--- src/rtl/mem_copy_engine_pkg.sv ---
// mem_copy_engine_pkg: memory request widths and the
// latched copy command shared by the copy engine.
package mem_copy_engine_pkg;

  localparam int MEM_ADDR_W = 16;
  localparam int MEM_DATA_W = 16;

  typedef logic [MEM_ADDR_W-1:0] maddr_t;
  typedef logic [MEM_DATA_W-1:0] mdata_t;

  typedef struct packed {
    maddr_t      src;
    maddr_t      dst;
    logic [15:0] len;
  } copy_cmd_t;

  function automatic maddr_t addr_inc(input maddr_t a);
    return a + maddr_t'(1);
  endfunction

endpackage

--- src/rtl/mem_copy_engine.sv ---
// mem_copy_engine: word-at-a-time block copy initiator
// on the memory request handshake, with request timeout.
module mem_copy_engine
  import mem_copy_engine_pkg::*;
#(
  parameter int unsigned TIMEOUT_CYCLES = 64
) (
  input  logic        clk,
  input  logic        rst,
  input  logic        start,
  input  logic [15:0] src_addr,
  input  logic [15:0] dst_addr,
  input  logic [15:0] len,
  output logic        busy,
  output logic        done,
  output logic        error,
  output logic [15:0] words_done,
  output logic [15:0] mem_addr,
  output logic [15:0] mem_wdata,
  output logic        mem_read_en,
  output logic        mem_write_en,
  input  logic [15:0] mem_rdata,
  input  logic        mem_done
);

  typedef enum logic [2:0] {
    S_IDLE,
    S_RD_REQ,
    S_RD_GAP,
    S_WR_REQ,
    S_WR_GAP
  } state_t;

  localparam logic [15:0] TO_LAST =
    16'(TIMEOUT_CYCLES - 1);

  state_t      state_q, state_d;
  copy_cmd_t   cmd_q, cmd_d;
  logic [15:0] words_q, words_d;
  logic [15:0] wait_q, wait_d;
  logic        busy_q, busy_d;
  logic        done_q, done_d;
  logic        error_q, error_d;
  maddr_t      addr_q, addr_d;
  mdata_t      wdata_q, wdata_d;
  logic        rd_q, rd_d;
  logic        wr_q, wr_d;
  logic        in_req;
  logic        timeout;

  assign in_req  = (state_q == S_RD_REQ) ||
                   (state_q == S_WR_REQ);
  assign timeout = in_req && !mem_done &&
                   (wait_q == TO_LAST);

  // State and all registered outputs.
  always_ff @(posedge clk or negedge rst) begin
    if (!rst) begin
      state_q <= S_IDLE;
      cmd_q   <= '0;
      words_q <= '0;
      wait_q  <= '0;
      busy_q  <= 1'b0;
      done_q  <= 1'b0;
      error_q <= 1'b0;
      addr_q  <= '0;
      wdata_q <= '0;
      rd_q    <= 1'b0;
      wr_q    <= 1'b0;
    end else begin
      state_q <= state_d;
      cmd_q   <= cmd_d;
      words_q <= words_d;
      wait_q  <= wait_d;
      busy_q  <= busy_d;
      done_q  <= done_d;
      error_q <= error_d;
      addr_q  <= addr_d;
      wdata_q <= wdata_d;
      rd_q    <= rd_d;
      wr_q    <= wr_d;
    end
  end

  // Next state and next register values; an expired
  // wait overrides whatever the request state chose.
  always_comb begin
    state_d = state_q;
    cmd_d   = cmd_q;
    words_d = words_q;
    wait_d  = wait_q;
    busy_d  = busy_q;
    done_d  = 1'b0;
    error_d = error_q;
    addr_d  = addr_q;
    wdata_d = wdata_q;
    rd_d    = rd_q;
    wr_d    = wr_q;
    unique case (state_q)
      S_IDLE: begin
        if (start) begin
          error_d = 1'b0;
          if (len != '0) begin
            cmd_d   = '{src: src_addr,
                        dst: dst_addr,
                        len: len};
            words_d = '0;
            wait_d  = '0;
            busy_d  = 1'b1;
            rd_d    = 1'b1;
            addr_d  = src_addr;
            state_d = S_RD_REQ;
          end else begin
            done_d = 1'b1;
          end
        end
      end
      S_RD_REQ: begin
        if (mem_done) begin
          wdata_d = mem_rdata;
          rd_d    = 1'b0;
          state_d = S_RD_GAP;
        end else begin
          wait_d = wait_q + 16'd1;
        end
      end
      S_RD_GAP: begin
        wr_d    = 1'b1;
        addr_d  = cmd_q.dst;
        wait_d  = '0;
        state_d = S_WR_REQ;
      end
      S_WR_REQ: begin
        if (mem_done) begin
          wr_d      = 1'b0;
          words_d   = words_q + 16'd1;
          cmd_d.src = addr_inc(cmd_q.src);
          cmd_d.dst = addr_inc(cmd_q.dst);
          state_d   = S_WR_GAP;
        end else begin
          wait_d = wait_q + 16'd1;
        end
      end
      S_WR_GAP: begin
        if (words_q == cmd_q.len) begin
          busy_d  = 1'b0;
          done_d  = 1'b1;
          state_d = S_IDLE;
        end else begin
          rd_d    = 1'b1;
          addr_d  = cmd_q.src;
          wait_d  = '0;
          state_d = S_RD_REQ;
        end
      end
      default: state_d = S_IDLE;
    endcase
    if (timeout) begin
      rd_d    = 1'b0;
      wr_d    = 1'b0;
      busy_d  = 1'b0;
      done_d  = 1'b1;
      error_d = 1'b1;
      state_d = S_IDLE;
    end
  end

  assign busy         = busy_q;
  assign done         = done_q;
  assign error        = error_q;
  assign words_done   = words_q;
  assign mem_addr     = addr_q;
  assign mem_wdata    = wdata_q;
  assign mem_read_en  = rd_q;
  assign mem_write_en = wr_q;

endmodule

--- config.mk ---
export PLATFORM = sky130hd
export DESIGN_NAME = mem_copy_engine
export DESIGN_NICKNAME = d
export VERILOG_FILES = /design/src/rtl/mem_copy_engine_pkg.sv /design/src/rtl/mem_copy_engine.sv
export SDC_FILE = /design/constraint.sdc
export NUM_CORES = 1
export LEC_CHECK = 0
export BUFFER_PORTS_ARGS = -buffer_cell sky130_fd_sc_hd__clkbuf_2
export CAP_MARGIN = 15
export CORE_ASPECT_RATIO = 1.4
export CORE_MARGIN = 2
export CORE_UTILIZATION = 50
export DETAILED_ROUTE_END_ITERATION = 10
export PLACE_DENSITY = 0.76
export SYNTH_ARGS = -nofsm -noshare
export SYNTH_HDL_FRONTEND = slang
export SYNTH_SLANG_ARGS = --single-unit
--- constraint.sdc ---
create_clock -name clk -period 1.7 [get_ports clk]
set_input_delay 0.255 -clock clk [delete_from_list [all_inputs] [get_ports clk]]
set_output_delay 0.255 -clock clk [all_outputs]
set_load 0.03 [all_outputs]
# [After elaboration in Yosys (flattened, before gate mapping)]
# Cells that the tools add are included.
[totals] register_bits=120 latch_bits=0 mem_bits_rw=0 mem_bits_ro=0 in_bits=68 out_inout_bits=53 n_memories=0
[op_classes] add_sub_neg=4 mul=0 div=0 magnitude_cmp=0 eq_ne=17 n_shift=0 n_mux=41 bitwise=0 n_reduce_logical=25
[ops] operator="2-to-1 mux 16 bit" n=8
[ops] operator="2-to-1 mux 48 bit" n=2
[ops] operator="adder 16 x 1 -> 16 bit (second input constant)" n=4
[ops] operator="one-hot mux 16 bit (4 select lines)" n=1
[ops] operator="one-hot mux 32 bit (2 select lines)" n=1
[ops] operator="one-hot mux 16 bit (3 select lines)" n=1
[ops] operator="2-to-1 mux 32 bit" n=1
[ops] operator="one-hot mux 16 bit (2 select lines)" n=1
[ops] operator="!= test 3 bit (second input constant)" n=6
[ops] operator="== test 16 bit" n=1
[ops] operator="== test 16 x 6 -> 1 bit (second input constant)" n=1
[ops] operator="2-to-1 mux 1 bit" n=16
[ops] operator="AND reduction 4 bit" n=4
[ops] operator="nonzero test 16 bit" n=1
[ops] operator="2-to-1 mux 3 bit" n=5
[ops] operator="one-hot mux 3 bit (5 select lines)" n=1
[ops] operator="!= test 2 bit (second input constant)" n=5
[ops] operator="AND reduction 5 bit" n=2
[ops] operator="nonzero test 3 bit" n=3
[ops] operator="nonzero test 4 bit" n=2
[ops] operator="== test 3 x 2 -> 1 bit (second input constant)" n=2
[ops] operator="one-hot mux 1 bit (2 select lines)" n=3
[ops] operator="AND reduction 2 bit" n=3
[ops] operator="nonzero test 2 bit" n=3
[ops] operator="other kinds (9)" n=10

# [Logic depth before layout (Yosys ltp)]
[logic_depth] depth_word=6 mapped_depth=8 depth_no_buf=7

# [Worst setup path before layout]
# OpenSTA, ideal clock, no wires.
[synth_timing] kind="register -> register" start="register words_q[2], in the netlist words_done[2]" end="register state_q[0]" setup_time_ns=0.141 t_arrival_ns=1.897 required_ns=1.559 path_slack_ns=-0.338 path_stages_with_launch=8 path_buffers=2 period_less_slack_ns=2.038 path_cell_list="dfrtp_1 buf_2 xnor2_1 nand4_1 o41ai_2 a221o_1 buf_2 o21ai_1"
[synth_between] elab_chain_len=4
[synth_rtl] item="start, declared" line="mem_copy_engine.sv:39" rtl="logic [15:0] words_q, words_d;"
[synth_rtl] item="start signal, assigned" line="mem_copy_engine.sv:73" rtl="words_q <= words_d;"
[synth_rtl] item="== test 16 bit" line="mem_copy_engine.sv:145" rtl="if (words_q == cmd_q.len) begin"
[synth_rtl] item="2-to-1 mux 1 bit" line="mem_copy_engine.sv:145"
[synth_rtl] item="one-hot mux 3 bit (5 select lines)" line="mem_copy_engine.sv:99" rtl="unique case (state_q)"
[synth_rtl] item="2-to-1 mux 3 bit" line="mem_copy_engine.sv:158" rtl="if (timeout) begin"
[synth_rtl] item="end signal, assigned" line="mem_copy_engine.sv:71" rtl="state_q <= state_d;"
[synth_rtl] item="end, declared" line="mem_copy_engine.sv:37" rtl="state_t state_q, state_d;"
# Every way passes these cells.
# A chain may end at the register's enable or synchronous reset.

# [Worst setup path in the final report]
[layout_timing] start="register state_q[1]" end="register words_q[15], in the netlist words_done[15]"
[layout_between] elab_chain_len=3
[layout_rtl] item="== test 3 x 2 -> 1 bit / zero test 3 bit (equally long branches)" line="mem_copy_engine.sv:99"
[layout_rtl] item="!= test 2 bit (no line) / nonzero test 2 bit (equally long branches)"
[layout_rtl] item="AND reduction 4 bit (no line)"
# Parallel ways exist; a longest one is shown, timed or not.

==> reports/qor.yml <==
grt_antenna_before_repair: 0
p_total_mw: 18.2
gp_routability_congestion: 0.920
synthToLayoutAreaGrowth_pct: 57.8
cts_root_buffer: "sky130_fd_sc_hd__clkbuf_16"
power_density_nw_per_um2: 1850
critPathArrivalTime_ns: 2.72
synth_nets: 759
synthesis.area_per_instance_um2: 9.08
ir_drop_uv: 1120
max-cap-violations: 0
diodes: 0
tritoncts: "done"
sum_of_overflow_across_all_layers_after_global_routing: 0
worst-slew-pin-transition_ns: 0.693
setup_viol: 110
grt_pass1_wl_mm: 33.6
slew_headroom_pct: 53.8
final.period_utilization_pct: 142
rsz0062_at_grt: "yes"
vias: 7396
track_usage_pct: 31.8
totalNegativeSetupSlack_ns: -42.71
placed_cell_area_um2: 7770
worstSkewPairLatency_ns: 0.42
placementRows: 48
dieWidth_um: 98.4
worst-setup-path-type: "reg2reg"
power.static_leakage_nw: 4.52
synth.mux.area_fraction_pct: 3.05
drt_iter0_drc: 870
first_global_vias: 6713
floorplan.io_pins: 121
route.final.wire_length_mm: 27.1
detail_route.wl_per_cell_um: 24.7
via_per_inst: 6.74
synthXorXnorAreaFrac_pct: 4.35
die_height_um: 136
clock.fmax_mhz: 413
fin_util_pct: 80.3
drc: 0
dp_hpwl_mm: 13.7
clk_sink_count: 120
port-buffer-count: 120
synth_cells: 687
drtPass1Iterations: 5
yosys.area_share.adder_pct: 0.802
synth_edf_count: 0
synthesis.yosys.warnings: 0
critPathCaptureType: "register"
finalHoldViolCount: 0
async_flop_share_pct: 100
fin_nets: 1008
final_hold_slack_ns: 0.0557
antenna_left: 0
synth_area_leader_cell: "sky130_fd_sc_hd__dfrtp_1"
yosys.area_share.simple_pct: 21.3
timing.final.crit_period_ns: 2.42
floorplan.initialDensity_pct: 50.9
maxSlewViolCount: 0
violations: "negative setup slack"
crit_path_max_fanout: 5
core_um2: 12300
synth_top_family_by_area: "simple AND/OR/NAND/NOR gates"
status: "finished with violations"
synth_largest_type_area_fraction_pct: 48.1
cts.path.max_buffers: 2
finalInstanceArea_um2: 9840
min_path_type: "in2reg"
worst_setup_sp_type: "register"
tritoncts.num_buffers: 17
grt_start_max_net_pins: 42
synthDistinctLibCells: 60
cts_htree_levels: 4
critical_path_required_ns: 2.00
number_of_inserted_filler_cells_in_the_final_layout: 661
synth_area_um2: 6240
synth_top_flop_cell: "sky130_fd_sc_hd__dfrtp_1"
fin_skew_ns: 0.00902
drive_above_1_share_pct: 51.2
synth-compound-area-share_pct: 19.1
synth-seq-area-share_pct: 48.1
clkTransAtPathRegs_ns: 0.06
flip_flop_and_latch_count_after_synthesis: 120
final_critical_path_setup_slack_ns: -0.720
synth_top_cells_by_area: "sky130_fd_sc_hd__dfrtp_1 48%, sky130_fd_sc_hd__nand2_1 6.1%, sky130_fd_sc_hd__a21oi_1 5.9%"
die_area_um2: 13400
==> registers in the layout, indices dropped and copies added (netlist names) <==
name / count
wait_q: 16
mem_write_en: 1
cmd_q: 48
mem_wdata: 16
busy: 1
mem_addr: 16
mem_read_en: 1
state_q: 3
error: 1
done: 1
words_done: 16
==> power breakdown <==
part	switching, mW	internal (mW)
clock network	1.35	1.95
registers	1.11	3.91
logic	5.59	4.30
==> final timing paths <==
| check | start | to | slack, ns | depth (start not counted) |
|---|---|---|---|---|
| min | mem_rdata[11] | mem_wdata[11] | 0.06 | 2 |
| max | state_q[1] | words_done[15] | -0.72 | 9 |
| max in group asynchronous | rst | state_q[0] | 0.70 | 3 |
| max reg2reg | state_q[1] | words_done[15] | -0.72 | 9 |
| min reg2reg | mem_wdata[7] | mem_wdata[7] | 0.49 | 1 |
| min in group asynchronous | rst | words_done[0] | 0.26 | 2 |
==> cell type report <==
cell class / instances / area, um^2 / area share, %
Clock inverter: 9 / 52.6 / 0.534
Multi-Input combinational cell: 523 / 3930 / 40.0
Tap cell: 150 / 188 / 1.91
Inverter: 12 / 45.0 / 0.458
Clock buffer: 22 / 474 / 4.82
Sequential cell: 120 / 3020 / 30.7
Timing Repair Buffer: 262 / 2120 / 21.6
==> cell families (layout without fill, tap and decap cells) <==
logic type      count (synthesis)  after routing
simple gates                  270            271
flops                         120            120
buf+inv                        48            305
xor+xnor                       31             31
fa+ha+maj                       4              4
compound gates                197            200
mux                            17             17
==> metal layers <==
metal  GRT usage, %  routed length, um
met5              0                  0
met4           15.2               2330
met3           6.53               2680
met2           55.6              13300
met1           37.4               8850
==> Yosys cell counts (all sizes together) (2+ instances only) <==
cell      n
nor3b     2
mux2     16
a21oi    75
clkbuf   18
a32oi     3
nand2b    2
or4       4
a211oi    4
o22ai     3
nor3     12
nor2     62
and4      2
nor4     18
or3       6
buf      18
and2      3
inv      12
dfrtp   120
o21ai    63
a22o     21
a221oi    5
o41ai     2
o31ai     4
xor2      4
nand4    16
nor4b     2
ha        4
and3      8
a31oi     7
nand3    26
nand2   101
xnor2    27
nand3b    2
==> cell usage in the layout, fill, tap and decap left out, types with 8 or more instances in the layout <==
| master | count |
|---|---|
| sky130_fd_sc_hd__a21oi_1 | 54 |
| sky130_fd_sc_hd__a21oi_2 | 19 |
| sky130_fd_sc_hd__a22o_1 | 21 |
| sky130_fd_sc_hd__buf_12 | 14 |
| sky130_fd_sc_hd__buf_4 | 83 |
| sky130_fd_sc_hd__buf_6 | 32 |
| sky130_fd_sc_hd__clkbuf_16 | 24 |
| sky130_fd_sc_hd__clkbuf_2 | 119 |
| sky130_fd_sc_hd__dfrtp_1 | 103 |
| sky130_fd_sc_hd__dfrtp_2 | 17 |
| sky130_fd_sc_hd__inv_1 | 10 |
| sky130_fd_sc_hd__mux2_1 | 9 |
| sky130_fd_sc_hd__nand2_1 | 63 |
| sky130_fd_sc_hd__nand2_2 | 27 |
| sky130_fd_sc_hd__nand2_4 | 11 |
| sky130_fd_sc_hd__nand3_1 | 23 |
| sky130_fd_sc_hd__nand4_1 | 16 |
| sky130_fd_sc_hd__nor2_1 | 45 |
| sky130_fd_sc_hd__nor2_2 | 9 |
| sky130_fd_sc_hd__nor2_4 | 9 |
| sky130_fd_sc_hd__nor4_4 | 8 |
| sky130_fd_sc_hd__o21ai_0 | 11 |
| sky130_fd_sc_hd__o21ai_1 | 27 |
| sky130_fd_sc_hd__o21ai_2 | 25 |
| sky130_fd_sc_hd__xnor2_1 | 19 |
| sky130_fd_sc_hd__xnor2_2 | 8 |
==> metrics by stage <==
step	instances	worst slack [ns]
2_1_floorplan	687	-0.171
3_3_place_gp	1013	-0.299
3_5_place_dp	1013	-0.378
4_1_cts	1065	-0.280
5_1_grt	1098	-0.742
6_report	1098	-0.720
==> worst max-delay path, stage by stage, from the launching register on <==
cell	delay, ns
sky130_fd_sc_hd__dfrtp_1	0.41
sky130_fd_sc_hd__buf_6	0.15
sky130_fd_sc_hd__nor4_4	0.43
sky130_fd_sc_hd__buf_4	0.22
sky130_fd_sc_hd__a21oi_4	0.09
sky130_fd_sc_hd__buf_12	0.15
sky130_fd_sc_hd__buf_12	0.14
sky130_fd_sc_hd__nor4_4	0.45
sky130_fd_sc_hd__xnor2_1	0.19
sky130_fd_sc_hd__nor2_1	0.05
==> what timing repair did <==
| item | CTS | global route |
|---|---|---|
| gates cloned | 3 | 12 |
| hold buffers | 1 | 0 |
| setup buffers | 18 | 24 |
| pin swaps | 46 | 78 |
| gates resized for setup | 71 | 186 |
| setup endpoints to repair | 77 | 118 |
| endpoints found under the hold margin | 41 | 0 |
No activity file was read; power rests on OpenSTA's default activity.
